**config.mk**
```make
export PLATFORM = sky130hd
export DESIGN_NAME = neuron_accumulator
export DESIGN_NICKNAME = d
export VERILOG_FILES = /design/src/rtl/neuron_accumulator.sv
export SDC_FILE = /design/constraint.sdc
export NUM_CORES = 1
export LEC_CHECK = 0
export BUFFER_PORTS_ARGS = -buffer_cell sky130_fd_sc_hd__buf_2
export CORE_ASPECT_RATIO = 0.9
export CORE_MARGIN = 3
export CORE_UTILIZATION = 55
export DETAILED_ROUTE_END_ITERATION = 16
export MAX_ROUTING_LAYER = met4
export PLACE_DENSITY = 0.87
export SYNTH_ARGS = -nofsm -noshare
export SYNTH_HDL_FRONTEND = slang
export SYNTH_SLANG_ARGS = --single-unit
export TNS_END_PERCENT = 10
```
**constraint.sdc**
```tcl
create_clock -name clk -period 5.4 [get_ports clk]
set_input_delay 0.27 -clock clk [delete_from_list [all_inputs] [get_ports clk]]
set_output_delay 0.27 -clock clk [all_outputs]
set_load 0.01 [all_outputs]
```
**src/rtl/neuron_accumulator.sv**
```systemverilog
// Sums bias plus N_INPUTS signed products in a wide accumulator, then saturates/ReLUs to IN_W.
// Result one edge after the last product; no backpressure: product_valid is taken whenever accumulating.
module neuron_accumulator #(
  parameter int N_INPUTS = 784,
  parameter int IN_W     = 26,
  parameter int ACC_W    = 36,
  parameter int CNT_W    = 10
) (
  input  logic                   clk,
  input  logic                   GlobalReset,
  input  logic                   start,
  input  logic signed [IN_W-1:0] bias_in,
  input  logic signed [IN_W-1:0] product_in,
  input  logic                   product_valid,
  input  logic                   relu_en,
  output logic                   busy,
  output logic signed [IN_W-1:0] sum_out,
  output logic                   sum_valid,
  output logic                   overflow
);

  typedef enum logic [1:0] {
    IDLE  = 2'd0,
    ACCUM = 2'd1,
    DONE  = 2'd2
  } state_t;

  localparam logic signed [ACC_W-1:0] SAT_MAX = {{(ACC_W-IN_W+1){1'b0}}, {(IN_W-1){1'b1}}};
  localparam logic signed [ACC_W-1:0] SAT_MIN = {{(ACC_W-IN_W+1){1'b1}}, {(IN_W-1){1'b0}}};
  localparam logic [CNT_W-1:0]        LAST    = CNT_W'(N_INPUTS - 1);

  state_t                  state;
  logic signed [ACC_W-1:0] acc;
  logic [CNT_W-1:0]        count;
  logic                    relu_q;

  logic signed [ACC_W-1:0] bias_ext;
  logic signed [ACC_W-1:0] prod_ext;
  logic                    sat_hi;
  logic                    sat_lo;
  logic signed [IN_W-1:0]  sat;
  logic signed [IN_W-1:0]  result;

  assign bias_ext = {{(ACC_W-IN_W){bias_in[IN_W-1]}}, bias_in};
  assign prod_ext = {{(ACC_W-IN_W){product_in[IN_W-1]}}, product_in};

  // ReLU acts on the already-clamped value, so a clamped negative still reads as zero.
  always_comb begin
    sat_hi = (acc > SAT_MAX);
    sat_lo = (acc < SAT_MIN);
    sat    = acc[IN_W-1:0];
    if (sat_hi) sat = SAT_MAX[IN_W-1:0];
    if (sat_lo) sat = SAT_MIN[IN_W-1:0];
    result = (relu_q && sat[IN_W-1]) ? '0 : sat;
  end

  assign busy = (state != IDLE);

  always_ff @(posedge clk or negedge GlobalReset) begin
    if (!GlobalReset) begin
      state     <= IDLE;
      acc       <= '0;
      count     <= '0;
      relu_q    <= 1'b0;
      sum_out   <= '0;
      sum_valid <= 1'b0;
      overflow  <= 1'b0;
    end else begin
      sum_valid <= 1'b0;
      // start restarts from any state and discards whatever was in flight
      if (start) begin
        acc    <= bias_ext;
        count  <= '0;
        relu_q <= relu_en;
        state  <= ACCUM;
      end else begin
        case (state)
          IDLE: ;
          ACCUM: begin
            if (product_valid) begin
              acc   <= acc + prod_ext;
              count <= count + CNT_W'(1);
              if (count == LAST) state <= DONE;
            end
          end
          DONE: begin
            sum_out   <= result;
            overflow  <= sat_hi | sat_lo;
            sum_valid <= 1'b1;
            state     <= IDLE;
          end
          default: state <= IDLE;
        endcase
      end
    end
  end

endmodule

```
==> results.py <==
metrics = {
    "layout": {
        "syn_to_final_growth_pct": 14.3,
        "layout-drive-gt1-share": 0.166,
        "diodes": 0,
        "n_fill_cell": 709,
        "multi_input_area_sq_um": 3070,
        "seq_area_sq_um": 1930,
        "final_nets": 781,
        "final_cell_mix": "buf_2 (84), nand2_1 (78), dfrtp_1 (77), o21ai_0 (69), nor2_1 (65)",
        "mostFrequentLayoutCell": "buf_2",
    },
    "floorplanning": {
        "dieHeight_microns": 97.8,
        "io_pins": 86,
        "initial_core_util": 0.582,
        "core_sq_um": 8850,
        "row_count": 32,
        "die_w_microns": 108,
        "die-area_sq_um": 10600,
    },
    "worst_setup_path": {
        "arrival_ps": 3450,
        "cpMostUsedCell": "a31oi_1",
        "critical-path-max-stage-delay_ps": 580,
        "cp_slowest_cell": "o21ai_0",
        "crit_type": "flop to flop",
        "cp-end-kind": "flop",
        "crit_buf_inv": 0,
        "path_max_fanout": 5,
        "start_kind": "flop",
        "path_delay_family": "compound AO/OA/AOI/OAI gates",
        "cp.required_ps": 5660,
        "crit_chain": "ha_1, a21oi_1, nand2_1, o21ai_0, o21ai_1, a31oi_1, a41oi_1, xnor2_1, or3_1, a31oi_1",
    },
    "detailed_routing": {
        "ant_nets": 0,
        "route.vias.total": 4844,
        "wl_microns": 13700,
        "drt_iter0_drc": 463,
        "viasPerCell": 5.97,
        "drc": 0,
        "wl_per_cell_microns": 16.9,
        "firstDrtPassIters": 5,
    },
    "logic_synthesis": {
        "synth_top_area_frac": 0.374,
        "synth_cells": 616,
        "synth_edf_count": 0,
        "ys_seq_area_frac": 0.374,
        "synth_seq_cells": 77,
        "synth_fp_nets": 710,
        "yosysWarningCount": 0,
        "ys_types": 54,
        "synth_top_area_cell": "dfrtp_1",
        "avgSynthCellArea_sq_um": 8.36,
        "async_flop_share": 1.00,
        "synth-main-ff-cell": "dfrtp_1",
        "synth_area_leaders": "dfrtp_1 (37%), ha_1 (8.7%), o21ai_0 (6.7%)",
        "syn_area_sq_um": 5150,
    },
    "min_path": {
        "hold_path.class": "primary input to asynchronous set/reset pin",
    },
    "global_routing": {
        "antenna_found_initial": 0,
        "first_global_vias": 4647,
        "grt_usage": 0.273,
        "grt_first_pass_wirelength_microns": 22400,
        "grt_max_degree": 78,
        "grt-ovfl-total": 0,
    },
    "timing": {
        "fin_crit_ps": 3190,
        "slew_headroom": 0.236,
        "finalSetupViolCount": 0,
        "finalCritPeriodShare": 0.591,
        "hold_viol": 0,
        "max_freq_ghz": 0.313,
        "tightest_slew_ps": 1140,
        "slew_violations": 0,
        "worst_clock_skew_ps": 11.3,
        "fin_setup_tns_ps": 0,
        "rsz0062_at_grt": "false",
    },
    "placement": {
        "hpwl_microns": 10200,
        "port_buffers": 85,
        "place.gp.congestion": 0.988,
    },
    "pwr": {
        "peakVddDrop_mv": 0.132,
        "power_density_nw_per_um2": 321,
        "fin_total_pwr_uw": 1890,
        "leakage_uw": 0.00284,
    },
    "clock_tree": {
        "cts_resized": 0,
        "cts_buffers": 9,
        "clk_latency_ps": 350,
        "cts_max_path_buffers": 2,
        "htree_levels": 3,
        "postCtsSetupRepairBufs": 0,
        "cts_root_buf": "clkbuf_8",
        "ctsHoldBuffers": 0,
        "cts_sinks": 77,
        "clk_pin_slew_ps": 90,
        "cts_tree": "built",
    },
    "flow_run": {
        "maxCapViolations": 0,
    },
    "outcome": {
        "status": "finished, final reports clean",
    },
}
report_power, final:
group / total, uW / leakage [uW] / internal [uW] / switching [uW]
clock network: 519 / 0.000116 / 307 / 212
logic: 680 / 0.00174 / 283 / 397
registers: 690 / 0.000986 / 623 / 66.4
flip-flops by register name, summed over array words and instances (netlist names):
| signal | flops |
|---|---|
| count | 10 |
| relu_q | 1 |
| sum_valid | 1 |
| acc | 36 |
| state | 2 |
| sum_out | 26 |
| overflow | 1 |
through the flow:
step                      utilization  setup slack [ps]  cell area (sq um)  cells  hold WS (ps)
after floorplan                     -              2770               5150    616         -25.6
after global placement          0.638              2180               5650    795           458
after detailed placement        0.638              1970               5650    795           468
after CTS                       0.665              2290               5890    811          91.7
after global routing            0.665              1990               5890    811           109
final                           0.665              2210               5890    811          37.0
layer usage:
metal  vias up  GRT usage  routed length (microns)
met2       240      0.370                     5660
met5         -          -                        0
met3        43     0.0469                     1200
met4         0      0.115                      560
met1      2230      0.401                     6300
li1       2331          -                        -
Yosys cell counts (all sizes together), types with 4 or more instances:
master,instances
dfrtp,77
nand3,19
a31oi,9
ha,36
mux2i,5
a21oi,54
o21a,9
nor3,10
inv,15
and3,7
xor2,21
nor2,65
nand4,8
nand2,78
a21o,19
clkbuf,25
or2,4
o31ai,7
o21ai,72
xnor2,18
nor2b,4
nand2b,6
worst register-to-register path: stages (launching register included):
cell	delay [ps]
dfrtp_1	410
ha_1	360
a21oi_1	250
nand2_1	110
o21ai_0	580
o21ai_1	290
a31oi_1	280
a41oi_1	160
xnor2_1	170
or3_1	320
a31oi_1	180
layout make-up:
cell class | count | area share
clock buffers | 10 | 0.0217
clock inverters | 6 | 0.0189
inverters | 16 | 0.0102
multi-input cells | 496 | 0.521
flip-flops and latches | 77 | 0.327
well taps | 119 | 0.0253
repair buffers | 87 | 0.0753
cells by family after synthesis:
family          share of synthesized area
buf+inv                            0.0316
xor+xnor                           0.0663
flops                               0.374
fa+ha+maj                          0.0913
compound gates                      0.234
mux                                0.0141
simple gates                        0.189
final timing paths:
check | start | endpoint | slack (ps) | cells after the start
setup / recovery | acc[4]$_DFFE_PN0P_ | acc[35]$_DFFE_PN0P_ | 2210 | 10
hold / removal | GlobalReset | acc[7]$_DFFE_PN0P_ | 40 | 1
setup reg to reg | acc[4]$_DFFE_PN0P_ | acc[35]$_DFFE_PN0P_ | 2210 | 10
hold reg to reg | sum_out[13]$_DFFE_PN0P_ | sum_out[13]$_DFFE_PN0P_ | 480 | 2
max in group asynchronous | GlobalReset | sum_out[16]$_DFFE_PN0P_ | 4740 | 1
min in group clk | bias_in[8] | acc[8]$_DFFE_PN0P_ | 120 | 3
(Power assumes the default switching activity.)
